## config.mk

```make
export PLATFORM = sky130hd
export DESIGN_NAME = jt1943_prom_loader
export DESIGN_NICKNAME = d
export VERILOG_FILES = /design/src/rtl/jt1943_pkg.sv /design/src/rtl/jt1943_prom_window.sv /design/src/rtl/jt1943_prom_loader.sv
export SDC_FILE = /design/constraint.sdc
export NUM_CORES = 1
export LEC_CHECK = 0
export BUFFER_PORTS_ARGS = -buffer_cell sky130_fd_sc_hd__clkbuf_2
export CAP_MARGIN = 10
export CORE_MARGIN = 3
export CORE_UTILIZATION = 51
export CTS_BUF_LIST = sky130_fd_sc_hd__clkbuf_4 sky130_fd_sc_hd__clkbuf_8
export CTS_CLUSTER_SIZE = 14
export DETAILED_ROUTE_END_ITERATION = 7
export PLACE_DENSITY = 0.77
export SLEW_MARGIN = 30
export SYNTH_ARGS = -nofsm -noshare
export SYNTH_HDL_FRONTEND = slang
export SYNTH_HIERARCHICAL = 1
export SYNTH_SLANG_ARGS = --single-unit
```

## constraint.sdc

```tcl
create_clock -name clk -period 3.9 [get_ports clk]
set_clock_uncertainty 0.1 [all_clocks]
set_input_delay 0.78 -clock clk [delete_from_list [all_inputs] [get_ports clk]]
set_output_delay 0.78 -clock clk [all_outputs]
set_load 0.01 [all_outputs]
```

## src/rtl/jt1943_pkg.sv

```systemverilog
// Shared constants and state encodings for the jt1943 PROM loaders.
// Imported by the window decoder and the loader top.
package jt1943_pkg;

  localparam int PROM_BYTES = 256;

  typedef logic [1:0] state_t;

  localparam state_t ST_IDLE = 2'd0;
  localparam state_t ST_LOAD = 2'd1;
  localparam state_t ST_DONE = 2'd2;

  localparam int P12A = 0;
  localparam int P13A = 1;
  localparam int P14A = 2;
  localparam int P12C = 3;

  // Total PROM bytes expected for a given PROM count.
  function automatic int prom_total(input int count);
    return count * PROM_BYTES;
  endfunction

endpackage

```

## src/rtl/jt1943_prom_window.sv

```systemverilog
// Combinational PROM window decode for a download byte address.
// Gives hit flag, PROM index and address within that PROM.
module jt1943_prom_window
  import jt1943_pkg::*;
#(
  parameter int             AW    = 22,
  parameter logic [AW-1:0]  START = 'h1_0000,
  parameter int             COUNT = 4
) (
  input  logic [AW-1:0] i_addr,
  output logic          o_hit,
  output logic [2:0]    o_idx,
  output logic [7:0]    o_addr
);

  localparam logic [AW:0] LIMIT = (AW+1)'(prom_total(COUNT));

  logic [AW-1:0] w_off;

  // Offset from window base; index and address fall out of its low bits.
  always_comb begin
    w_off  = i_addr - START;
    o_hit  = (i_addr >= START) && ({1'b0, w_off} < LIMIT);
    o_idx  = w_off[10:8];
    o_addr = w_off[7:0];
  end

endmodule

```

## src/rtl/jt1943_prom_loader.sv

```systemverilog
// PROM loader: turns download bytes into PROM write strobes.
// Optional prom_sum nibble checksum with JT1943_PROM_CHECKSUM_EN.
module jt1943_prom_loader
  import jt1943_pkg::*;
#(
  parameter int            AW         = 22,
  parameter logic [AW-1:0] PROM_START = 'h1_0000,
  parameter int            PROM_COUNT = 4
) (
  input  logic                  clk,
  input  logic                  rst_n,
  input  logic                  downloading,
  input  logic [AW-1:0]         ioctl_addr,
  input  logic [7:0]            ioctl_data,
  input  logic                  ioctl_wr,
  output logic [7:0]            prog_addr,
  output logic [3:0]            prom_din,
  output logic [PROM_COUNT-1:0] prom_we,
`ifdef JT1943_PROM_CHECKSUM_EN
  output logic [7:0]            prom_sum,
`endif
  output logic                  done,
  output logic                  short_load
);

  localparam int TOT = prom_total(PROM_COUNT);
  localparam int CW  = $clog2(TOT + 1);
  localparam logic [CW-1:0] TOTAL = CW'(TOT);

  state_t          r_state;
  logic [CW-1:0]   r_cnt;
  logic [7:0]      r_addr;
  logic [3:0]      r_din;
  logic [PROM_COUNT-1:0] r_we;
  logic            r_done;
  logic            r_short;

  logic            w_hit;
  logic [2:0]      w_idx;
  logic [7:0]      w_paddr;
  logic            w_accept;
  logic [CW-1:0]   w_cnt_nxt;
  logic [3:0]      w_nib;

  jt1943_prom_window #(
    .AW    (AW),
    .START (PROM_START),
    .COUNT (PROM_COUNT)
  ) u_win (
    .i_addr (ioctl_addr),
    .o_hit  (w_hit),
    .o_idx  (w_idx),
    .o_addr (w_paddr)
  );

  // Accept in-window bytes in LOAD, including the falling-edge cycle.
  always_comb begin
    w_nib     = 4'(ioctl_data);
    w_accept  = ioctl_wr && w_hit && (r_state == ST_LOAD);
    w_cnt_nxt = r_cnt;
    if (w_accept && (r_cnt != TOTAL))
      w_cnt_nxt = r_cnt + 1'b1;
  end

  // Write path: one-cycle strobe, address and data held until next byte.
  always_ff @(posedge clk or negedge rst_n) begin
    if (!rst_n) begin
      r_addr <= '0;
      r_din  <= '0;
      r_we   <= '0;
    end else begin
      r_we <= '0;
      if (w_accept) begin
        r_addr <= w_paddr;
        r_din  <= w_nib;
        r_we   <= PROM_COUNT'(1) << w_idx;
      end
    end
  end

  // Load FSM, byte counter and completion flags.
  always_ff @(posedge clk or negedge rst_n) begin
    if (!rst_n) begin
      r_state <= ST_IDLE;
      r_cnt   <= '0;
      r_done  <= 1'b0;
      r_short <= 1'b0;
    end else begin
      case (r_state)
        ST_LOAD: begin
          r_cnt <= w_cnt_nxt;
          if (!downloading) begin
            r_state <= ST_DONE;
            r_done  <= (w_cnt_nxt == TOTAL);
            r_short <= (w_cnt_nxt != TOTAL);
          end
        end
        ST_IDLE, ST_DONE: begin
          if (downloading) begin
            r_state <= ST_LOAD;
            r_cnt   <= '0;
            r_done  <= 1'b0;
            r_short <= 1'b0;
          end
        end
        default: r_state <= ST_IDLE;
      endcase
    end
  end

`ifdef JT1943_PROM_CHECKSUM_EN
  logic [7:0] r_sum;

  // Nibble checksum, restarted whenever a new load begins.
  always_ff @(posedge clk or negedge rst_n) begin
    if (!rst_n) begin
      r_sum <= '0;
    end else if (r_state != ST_LOAD) begin
      if (downloading)
        r_sum <= '0;
    end else if (w_accept) begin
      r_sum <= r_sum + {4'h0, w_nib};
    end
  end

  assign prom_sum = r_sum;
`endif

  assign prog_addr  = r_addr;
  assign prom_din   = r_din;
  assign prom_we    = r_we;
  assign done       = r_done;
  assign short_load = r_short;

endmodule

```

==> key figures <==
Timing
  • TNS Setup: 0 ns
  • Final Critical Period: about 3.0 ns
  • Least-Margin Pin Slew: 0.771 ns
  • Final Max Slew Viols: 0
  • Final Hold Viols: 0
  • Unrepaired setup endpoints after global routing: no
  • Fmax: roughly 0.34 GHz
  • Setup violators final: 0
  • Rel. slew slack: approximately half
  • Fin crit share: 76.3%

Clocking
  • CTS H-tree depth: 2
  • Clk buf depth: 2
  • PostCTS Resize Cnt: 0
  • Clock Latency Late Sink: ~0.33 ns
  • Worst-path clk slew: 0.10 ns
  • Cts bufs inserted: 5
  • TritonCTS clock tree: done
  • Clock Tree Root: clkbuf_4
  • Postcts setup bufs: 0
  • # clock sinks: 31
  • CTS Hold Bufs: 0

Cells and area
  • Area of the multi-input gates: 820 um^2
  • Fillers: 307
  • Syn-to-layout area delta: 15.2%
  • Layout cells sized above 1: 27.0%
  • Diodes inserted: 0
  • Seq. cell area: 776 um^2
  • Layout Nets: 268

Critical path
  • WS Path Type: primary input to flip-flop
  • Slowest-stage cell, CP: nor4_1
  • Max FO, Critical Path: 25
  • CP Capture Type: flip-flop
  • CP dominant cell by count: nor4b_1
  • Worst Path Arrival: ~3.1 ns
  • Critical path launch point type: primary input
  • Worst path max stage delay: 0.41 ns
  • Crit-path cells: clkbuf_2, nor4b_1, and3_1, nand4b_4, buf_4, nor4_1, xnor2_1, nor4b_1, nand3_1, a21bo_1
  • CP delay by family, top: simple AND/OR/NAND/NOR gates
  • Worst Path Required: 4.03 ns
  • WP buf/inv: 2

Route
  • Met1 WL: 1.61 mm
  • ANT nets after route: 0
  • Via count: 1425
  • Routed WL: 3.59 mm
  • DR DRC count: 0
  • Number of vias per cell: 5.14
  • Met3 WL: 190 um
  • Met2 WL: between 1.5 and 2 mm
  • First DRT Iteration DRCs: 74
  • Top Layer Used: met4
  • Avg WL per Cell: 12.9 um
  • TritonRoute pass-1 iters: 4

Logic synthesis
  • Sequential share of the synthesized area: ~45%
  • Post-synth EDFFs: 0
  • Synth warn: 6
  • Top cells by area, synth: dfrtp_1 (45%), nand2_1 (11%), buf_4 (5.2%)
  • Synthesized area per cell: a little under 9 um^2
  • Commonest cells post-synth: nand2_1 (53), dfrtp_1 (31), buf_4 (12)
  • Syn Std Cell Area: 0.00174 mm^2
  • Most frequently used flop master after synthesis: dfrtp_1
  • Async set-reset flop share out of synthesis: 100%
  • Cell variety after synth: 37
  • Post-synthesis register bit count: 31
  • Top-area cell type share of the netlist area: between 40% and 50%
  • Synth Instances: about 200
  • Top-count cell post-synth: nand2_1
  • Post-Synthesis Net Count: approximately 230
  • Area leader, netlist: dfrtp_1

GRT
  • Number of antenna violations at the first check in global routing: 0
  • Largest net degree at the start of global routing: 32
  • Vias in the first global route: 1373
  • Total GRT Usage: between 10% and 20%
  • Grt ovf: 0
  • First-pass GRT wire length: 6.10 mm

Power and ir drop
  • Pleak: 1.02 nW
  • Total Power: ~0.63 mW
  • Maximum VDD drop: 0.000186 V
  • PD cells: 315 mW/mm^2

Floorplanning
  • Starting Density: between 50% and 60%
  • Row count: 20
  • Core Box Area: 0.00315 mm^2
  • Chip width: 64.4 um
  • Die Y: between 60 and 70 um
  • Die ar.: 0.00415 mm^2
  • Top Ports: 52

Run status
  • Status: complete, no violations

Place
  • Port Buffers: 47
  • Post-detail-place hpwl: about 2.6 mm
  • Placer Congestion: 0.811

Flow run
  • # Max-Cap Violations: 0

Min path
  • Hold Path Class: flip-flop to flip-flop
path summary, 6_finish.rpt:
check	slack, ns	to	cells after the start	startpoint
min reg2reg	0.38	prog_addr[5]$_DFFE_PN0P_	2	prog_addr[5]$_DFFE_PN0P_
max reg2reg	1.48	short_load$_DFFE_PN0P_	8	r_state[0]$_DFFE_PN0P_
min	0.38	prog_addr[5]$_DFFE_PN0P_	2	prog_addr[5]$_DFFE_PN0P_
min in group asynchronous	0.39	r_cnt[1]$_DFFE_PN0P_	1	rst_n
max in group asynchronous	2.82	prom_we[1]$_DFF_PN0_	1	rst_n
max	0.93	short_load$_DFFE_PN0P_	10	ioctl_addr[10]
final cells by class:
| class | instances | area share [%] |
|---|---|---|
| tap | 44 | 2.74 |
| clock buffer | 6 | 2.56 |
| clock inverter | 2 | 1.75 |
| multi-input combinational | 140 | 40.9 |
| timing repair buffer | 49 | 12.5 |
| sequential | 31 | 38.7 |
| inverter | 5 | 0.936 |
state kept, by name (all words and copies together), names as in the netlist:
name,cells
done,1
prog_addr,8
prom_din,4
prom_we,4
r_cnt,11
r_state,2
short_load,1
tightest hold or removal path, delay by kind of cell (launching register included):
| family | cells | cell delay (ns) |
|---|---|---|
| flip-flops | 1 | 0.35 |
| AND/OR/NAND/NOR | 2 | 0.10 |
per-stage QoR:
stage / setup WS [ns] / hold WS (ns) / instances / instance area, um^2 / utilization [%]
3_5_place_dp: 0.568 / 0.361 / 269 / 1920 / 60.9
3_3_place_gp: 0.615 / 0.357 / 269 / 1920 / 60.9
2_1_floorplan: 0.983 / 0.384 / 197 / 1740 / -
5_1_grt: 0.725 / 0.425 / 277 / 2010 / 63.6
6_report: 0.926 / 0.379 / 277 / 2010 / 63.6
4_1_cts: 0.922 / 0.386 / 277 / 2010 / 63.6
report_power, final:
| part | switching [mW] | leakage, nW | internal (mW) |
|---|---|---|---|
| sequential | 0.00207 | 0.429 | 0.324 |
| clock | 0.111 | 0.0482 | 0.151 |
| combinational | 0.0251 | 0.542 | 0.0192 |
cell families (layout without fill, tap and decap cells):
group | after synthesis | in the layout | synth area share (%)
simple gates | 100 | 100 | 29.2
flops | 31 | 31 | 44.6
buf+inv | 26 | 62 | 8.34
compound gates | 23 | 23 | 8.70
xor+xnor | 12 | 12 | 6.04
mux | 3 | 3 | 1.73
fa+ha+maj | 2 | 2 | 1.44
cells in the final DEF, fill, tap and decap left out, drive strengths merged, types with 2 or more instances in the layout:
cell    netlist  final
nor4bb        2      2
o21ai        10     10
xor2          2      2
a21oi         2      2
nor4b         4      4
mux2i         3      3
nand2b        7      7
a21bo         2      2
nor3          5      5
or2b          2      2
ha            2      2
xnor2        10     10
inv           5      5
nor4          5      5
nand3         6      6
nand2        53     53
dfrtp        31     31
nor2          9      9
clkbuf        7     53
buf          14      2
o31ai         5      5
layer usage:
metal	up-vias	global-route usage, %
li1	715	-
met2	37	30.9
met4	0	8.18
met3	6	5.55
met5	-	0
met1	667	23.9
Note: power is estimated with default switching activity, not from simulation.
